## src/rtl/sd_buf_pkg.sv

```systemverilog
// Shared constants and write-FSM encoding for the ping-pong SD sector buffer.
package sd_buf_pkg;

   localparam int SECTOR_BYTES = 512;
   localparam int BANK_W       = 1;
   localparam int PTR_W        = 9;

   typedef logic [1:0] wr_state_t;

   localparam wr_state_t WR_WAIT = 2'd0;
   localparam wr_state_t WR_FILL = 2'd1;
   localparam wr_state_t WR_DROP = 2'd2;

endpackage

```

## src/rtl/sd_sector_buffer_ctrl.sv

```systemverilog
// Ping-pong arbiter for a 1024x8 single-port BRAM: the SPI writer fills one
// 512-byte bank while the host drains the other; writes always win the port.
module sd_sector_buffer_ctrl
   import sd_buf_pkg::*;
#(
   parameter int ADDR_W       = 10,
   parameter int DATA_W       = 8,
   parameter int SECTOR_BYTES = sd_buf_pkg::SECTOR_BYTES
) (
   input  logic              clk,
   input  logic              rst,
   input  logic              wr_valid,
   input  logic              wr_sof,
   input  logic [DATA_W-1:0] wr_data,
   input  logic              rd_req,
   output logic              rd_gnt,
   output logic              rd_valid,
   output logic [DATA_W-1:0] rd_data,
   output logic              rd_last,
   output logic              sector_ready,
   output logic              wr_overflow,
   output logic              wr_abort,
   output logic [ADDR_W-1:0] bram_addr,
   output logic              bram_wr_en,
   output logic [DATA_W-1:0] bram_data_in,
   input  logic [DATA_W-1:0] bram_data_out
);

   localparam int              PW       = ADDR_W - 1;
   localparam logic [PW-1:0]   PTR_LAST = PW'(SECTOR_BYTES - 1);

   wr_state_t       state, state_n;
   logic [1:0]      full, full_n, full_set, full_clr;
   logic            wr_bank, wr_bank_n, rd_bank;
   logic [PW-1:0]   wr_ptr, wr_ptr_n, wr_addr_ptr, rd_ptr, drop_cnt, drop_n;
   logic            wr_acc, ovf_set, abort_set;

   // NOTE: every combinational output gets a default first so no path can infer a latch.
   always_comb begin
      state_n     = state;
      wr_bank_n   = wr_bank;
      wr_ptr_n    = wr_ptr;
      wr_addr_ptr = wr_ptr;
      drop_n      = drop_cnt;
      full_set    = '0;
      ovf_set     = 1'b0;
      abort_set   = 1'b0;
      wr_acc      = 1'b0;
      if (wr_valid) begin
         case (state)
            WR_FILL: begin
               wr_acc = 1'b1;
               if (wr_sof) begin
                  abort_set   = 1'b1;
                  wr_addr_ptr = '0;
                  wr_ptr_n    = PW'(1);
               end else if (wr_ptr == PTR_LAST) begin
                  full_set[wr_bank] = 1'b1;
                  wr_bank_n         = ~wr_bank;
                  wr_ptr_n          = '0;
                  state_n           = WR_WAIT;
               end else begin
                  wr_ptr_n = wr_ptr + PW'(1);
               end
            end
            default: begin
               // A fresh sof in WR_DROP is handled exactly like one in WR_WAIT.
               if (wr_sof) begin
                  if (full[wr_bank]) begin
                     ovf_set = 1'b1;
                     drop_n  = PW'(1);
                     state_n = WR_DROP;
                  end else begin
                     wr_acc      = 1'b1;
                     wr_addr_ptr = '0;
                     wr_ptr_n    = PW'(1);
                     state_n     = WR_FILL;
                  end
               end else if (state == WR_DROP) begin
                  if (drop_cnt == PTR_LAST) begin
                     drop_n  = '0;
                     state_n = WR_WAIT;
                  end else begin
                     drop_n = drop_cnt + PW'(1);
                  end
               end
            end
         endcase
      end
   end

   assign rd_gnt       = rd_req & full[rd_bank] & ~wr_acc;
   assign bram_wr_en   = wr_acc;
   assign bram_data_in = wr_data;
   assign bram_addr    = wr_acc ? {wr_bank, wr_addr_ptr} : {rd_bank, rd_ptr};
   assign rd_data      = bram_data_out;

   always_comb begin
      full_clr = '0;
      full_clr[rd_bank] = rd_gnt & (rd_ptr == PTR_LAST);
   end

   // Writer and reader never touch the same bank's flag in one cycle.
   assign full_n = (full & ~full_clr) | full_set;

   // NOTE: sequential state uses non-blocking assignments only; BRAM contents are deliberately not reset.
   always_ff @(posedge clk) begin
      if (rst) begin
         state        <= WR_WAIT;
         full         <= '0;
         wr_bank      <= 1'b0;
         rd_bank      <= 1'b0;
         wr_ptr       <= '0;
         rd_ptr       <= '0;
         drop_cnt     <= '0;
         rd_valid     <= 1'b0;
         rd_last      <= 1'b0;
         sector_ready <= 1'b0;
         wr_overflow  <= 1'b0;
         wr_abort     <= 1'b0;
      end else begin
         state        <= state_n;
         full         <= full_n;
         wr_bank      <= wr_bank_n;
         wr_ptr       <= wr_ptr_n;
         drop_cnt     <= drop_n;
         rd_valid     <= rd_gnt;
         rd_last      <= rd_gnt & (rd_ptr == PTR_LAST);
         sector_ready <= |full_n;
         if (ovf_set)   wr_overflow <= 1'b1;
         if (abort_set) wr_abort    <= 1'b1;
         if (rd_gnt) begin
            if (rd_ptr == PTR_LAST) begin
               rd_ptr  <= '0;
               rd_bank <= ~rd_bank;
            end else begin
               rd_ptr <= rd_ptr + PW'(1);
            end
         end
      end
   end

endmodule

```

## config.mk

```make
export PLATFORM = sky130hd
export DESIGN_NAME = sd_sector_buffer_ctrl
export DESIGN_NICKNAME = d
export VERILOG_FILES = /design/src/rtl/sd_buf_pkg.sv /design/src/rtl/sd_sector_buffer_ctrl.sv
export SDC_FILE = /design/constraint.sdc
export NUM_CORES = 1
export LEC_CHECK = 0
export CORE_MARGIN = 3
export CORE_UTILIZATION = 30
export DETAILED_ROUTE_END_ITERATION = 10
export HOLD_SLACK_MARGIN = 0.12
export SETUP_SLACK_MARGIN = 0.05
export SLEW_MARGIN = 20
export SYNTH_ARGS = -nofsm -noshare
export SYNTH_HDL_FRONTEND = slang
export SYNTH_SLANG_ARGS = --single-unit
```

## constraint.sdc

```tcl
create_clock -name clk -period 4.3 [get_ports clk]
set_input_delay 0.86 -clock clk [delete_from_list [all_inputs] [get_ports clk]]
set_output_delay 0.86 -clock clk [all_outputs]
set_load 0.01 [all_outputs]
```

[Word level (Yosys, flattened, before mapping)]
Cells that the tools add are included.
Storage, ports and cells
  register bits: 38
Operators by class
  $add $sub $neg: 3
  $lt $le $gt $ge: 4
  equality and inequality tests: 9
  muxes and demuxes: 46
  bitwise logic cells: 12
  reductions and logical operators: 12
Operator list (number)
  $mux W9: 15
  $add A9 B1 Y9 const B: 3
  $eq A9 B9 Y1 const B: 3
  $mux W2: 11
  $mux W1: 17
  $mux W10: 1
  $reduce_and A4 Y1: 2
  $reduce_bool A3 Y1: 2
  $not A1 Y1: 5
  $reduce_and A5 Y1: 1
  $and A2 B2 Y2: 2
  $lt A1 B2 Y1 const B: 2
  $ne A2 B1 Y1 const B: 2
  $ne A2 B2 Y1 const B: 2
  $reduce_bool A2 Y1: 2
  $and A1 B1 Y1: 3
  $reduce_and A3 Y1: 1
  $demux W1 S1: 2
  $eq A2 B1 Y1 const B: 1
  $eq A2 B2 Y1 const B: 1
  $ge A1 B1 Y1 const B: 2
  $logic_and A1 B1 Y1: 2
  $not A2 Y2: 1
  $or A2 B2 Y2: 1
  other kinds (2): 2

[Depth between registers and ports, before layout]
  depth after elaboration: 14
  depth in mapped cells: 10
  mapped depth without buffers: 9

[Worst setup path after synthesis]
No wires, ideal clock.
  path type: input port to output port
  from: input wr_sof
  to: output bram_addr[0]
  arrival: 1821 ps
  required time: 3440 ps
  slack: 1619 ps
  stages on the path: 4
  path buffers: 2
  cell sequence: buf_4 nor4bb_1 clkbuf_1 a22o_1
On the way
  longest elaborated chain between the ends: 4
RTL lines
  start: declaration: line sd_sector_buffer_ctrl.sv:13  | input logic wr_sof,
  $mux W9 (tied with other cells): line sd_sector_buffer_ctrl.sv:68  | if (wr_sof) begin
  $mux W9 / $mux W1 (equally long branches): line sd_sector_buffer_ctrl.sv:50  | case (state)
  $mux W9 / $mux W1 (equally long branches): line sd_sector_buffer_ctrl.sv:49  | if (wr_valid) begin
  $mux W10 *: line sd_sector_buffer_ctrl.sv:95  | assign bram_addr = wr_acc ? {wr_bank, wr_addr_ptr} : {rd_bank, rd_ptr};
  end: declaration: line sd_sector_buffer_ctrl.sv:23  | output logic [ADDR_W-1:0] bram_addr,
Every way passes the cells marked *; elsewhere a longest branch is shown, timed or not.

[Final worst setup path]
  from: input wr_valid
  to: output bram_addr[0]
On the way
  longest elaborated chain between the ends: 2
RTL lines
  start: declaration: line sd_sector_buffer_ctrl.sv:12  | input logic wr_valid,
  $mux W9 / $mux W1 (equally long branches): line sd_sector_buffer_ctrl.sv:49
  $mux W10 *: line sd_sector_buffer_ctrl.sv:95
Marks and branches as above.

==> flow_summary.yaml <==
outcome:
  status: "finished, final reports clean"
routing:
  initialDrtViolationCount: 98
  wl_per_cell_um: 13.6
  vias_per_cell: 5.28
  ant_nets: 0
  dr.pass1.iters: 4
  vias: 1922
  route.detailed.drc: 0
  postRouteWirelength_um: 4960
critical_path:
  path_class: "in -> out"
  r2r_cells: 9
  reg2reg_from: "drop_cnt[0]$_SDFFE_PP0P_"
  critPathMaxFanout: 13
  worstPathRequired_ps: 3440
  crit_arrival_ps: 2950
  cp-end-kind: "output pin"
  worstSetupStartpointType: "input port"
  r2r_slack_ps: 1540
  reg2reg_to: "drop_cnt[7]$_SDFFE_PP0P_"
clock_network:
  cts_made_buffers: 5
  h-tree-depth: 2
  clock_sinks: 38
  cts_tree: "built"
  clkLatencyLatePin_ps: 290
  postCtsHoldBufs: 0
  cts_resized: 0
  clockBufferDepth: 2
  clk_pin_slew_ps: 70
  post-cts-setup-buffers: 0
  clock-root-buffer: "clkbuf_8"
logic_synthesis:
  ys_ff_latch: 38
  netlist_instances: 264
  synth_top_area_frac: 0.347
  synth_area_leader_cell: "dfxtp_1"
  synth_area_per_cell_um2: 8.30
  synth_nets: 291
  synth_area_leaders: "dfxtp_1 (35%), a21oi_1 (6.8%), buf_4 (5.8%)"
  synthArstFlopShare: 0
  synth_flop_cell: "dfxtp_1"
  synth_cell_types: 51
  synthesis.area_um2: 2190
  ys_seq_area_frac: 0.347
  yosysWarnings: 0
  synth_edf_count: 0
pwr:
  irDropWorstVdd_mv: 0.146
  internal_power_uw: 481
  sw_frac_of_total: 0.250
  power-per-cell-area_nw_per_um2: 261
  power_frac_seq: 0.560
  comb_power_share: 0.078
  power_switching_uw: 160
  clockPowerShare: 0.362
  leakage_uw: 0.000831
floorplan:
  coreArea_um2: 6940
  die_h_um: 91.5
  chipWidth_um: 91.5
  row_count: 30
  die_area_um2: 8370
  initial_core_util: 0.316
  pin_count: 54
placed_design:
  portBuffers: 21
  gp_congestion: 0.824
  dp_cells: 357
  dpl.hpwl_um: 3590
  dp_slack_ps: 494
final_layout:
  stdcell_count: 364
  layout.nets: 295
  n_antenna_cell: 0
  drive_gt1_frac: 0.0821
  num-fill-cells: 741
  area_delta_synth_final_pct: 12.0
sta:
  slew_headroom: 0.523
  clock.fmax_ghz: 0.262
  skew_ps: 7.12
  finalWorstSetupSlack_ps: 488
  tightest_slew_ps: 714
  rsz0062_at_grt: "false"
  finalSetupTns_ps: 0
  hold_viol_final: 0
  drv_slew: 0
  finalCritPeriodShare: 0.886
  setup_viol: 0
  period_minus_slack_ps: 3810
global_route:
  grt_overflow: 0
  antenna_found_initial: 0
  grt_pass1_wl_um: 8560
  first_global_vias: 1841
  track_usage: 0.122
  grt_max_degree: 21
hold_path:
  whs_path_depth: 2
  min_from: "wr_overflow$_SDFFE_PP0P_"
  worstHoldEndpoint: "wr_overflow$_SDFFE_PP0P_"
  hold_path.class: "reg -> reg"
run:
  drv_cap: 0
==> placed cells by master, fill, tap and decap left out, drive strengths merged, types with 3 or more instances in the layout <==
| cell | count |
|---|---|
| or4 | 6 |
| o21ai | 11 |
| nor2 | 17 |
| and2 | 5 |
| and3 | 8 |
| ha | 6 |
| a311oi | 4 |
| o41ai | 3 |
| o31ai | 9 |
| dfxtp | 38 |
| nand2b | 5 |
| nor3 | 4 |
| inv | 5 |
| a22o | 9 |
| clkbuf | 5 |
| a21oi | 31 |
| nand3b | 5 |
| nand3 | 8 |
| or4b | 5 |
| nand2 | 23 |
| buf | 5 |
| or3 | 4 |
| clkdlybuf4s50 | 21 |
==> stage by stage <==
stage | area [um^2] | hold WS (ps) | util | power, uW
global placement | 2380 | 460 | 0.342 | 417
detailed placement | 2380 | 467 | 0.342 | 417
global route | 2460 | 516 | 0.354 | 671
floorplan | 2190 | 448 | - | 416
CTS | 2460 | 483 | 0.354 | 648
finish | 2460 | 478 | 0.354 | 641
==> flip-flops by register name, summed over array words and instances (netlist names), 2 cells and up <==
name      flops
drop_cnt      9
rd_ptr        9
wr_ptr        9
full          2
state         2
==> power by group through the flow <==
| stage | clock network [uW] | logic, uW | registers [uW] |
|---|---|---|---|
| 5_1_grt | 255 | 55.5 | 360 |
| 3_3_place_gp | 0 | 49.7 | 368 |
| 4_1_cts | 239 | 49.8 | 359 |
| 2_1_floorplan | 0 | 49.2 | 366 |
| 3_5_place_dp | 0 | 49.6 | 368 |
| 6_report | 232 | 49.9 | 359 |
==> layer usage <==
layer,vias to the layer above,routed length (um),global-route usage
met1,896,2360,0.156
met3,8,229,0.0307
met2,41,2300,0.199
met4,0,64,0.0427
met5,-,0,0
li1,977,-,-
==> worst max-delay path: stages <==
cell             delay, ps
clkdlybuf4s50_1        530
and2_1                 260
a21boi_2               500
a22o_1                 250
clkdlybuf4s50_1        540
==> area by class of cell <==
type                    instances  area (um^2)  share of cell area
clock inverters                 2         10.0             0.00408
repair buffers                 26          248               0.101
flip-flops and latches         38          761               0.310
inverters                       5         18.8             0.00764
multi-input cells             192         1230               0.501
clock buffers                   5         68.8              0.0280
well taps                      96          120              0.0489
==> cell usage after synthesis, drive strengths merged, types with 2 or more instances <==
library cell / instances
ha: 6
or4b: 5
mux2: 2
or4: 6
nand4: 2
buf: 20
o21ai: 11
a311oi: 4
nand3b: 5
nor3b: 2
a31oi: 2
nor2: 17
o31ai: 9
nand3: 8
and2: 5
a22o: 9
o2111ai: 2
inv: 5
nor2b: 2
mux2i: 2
clkbuf: 9
or3: 4
and3: 8
nand2: 23
a21oi: 31
nand2b: 5
dfxtp: 38
nor3: 4
o41ai: 3
or2: 2
==> worst max path at each step <==
stage,start,end,slack (ps)
after global routing,wr_valid,bram_addr[9],290
final,wr_valid,bram_addr[0],490
after CTS,wr_valid,bram_addr[9],490
after global placement,wr_valid,bram_addr[9],540
after floorplan,wr_sof,bram_addr[0],1620
after detailed placement,wr_valid,bram_addr[9],490
==> cells by family (layout without fill, tap and decap cells) <==
logic type,after synthesis,after routing,synth area share
buffers and inverters,34,38,0.0919
adder cells (fa/ha/maj),6,6,0.0342
AO/OA/AOI/OAI,78,78,0.237
multiplexers,4,4,0.0211
flip-flops,38,38,0.347
AND/OR/NAND/NOR,103,103,0.265
XOR/XNOR,1,1,0.00400
Note: power is estimated with default switching activity, not from simulation.
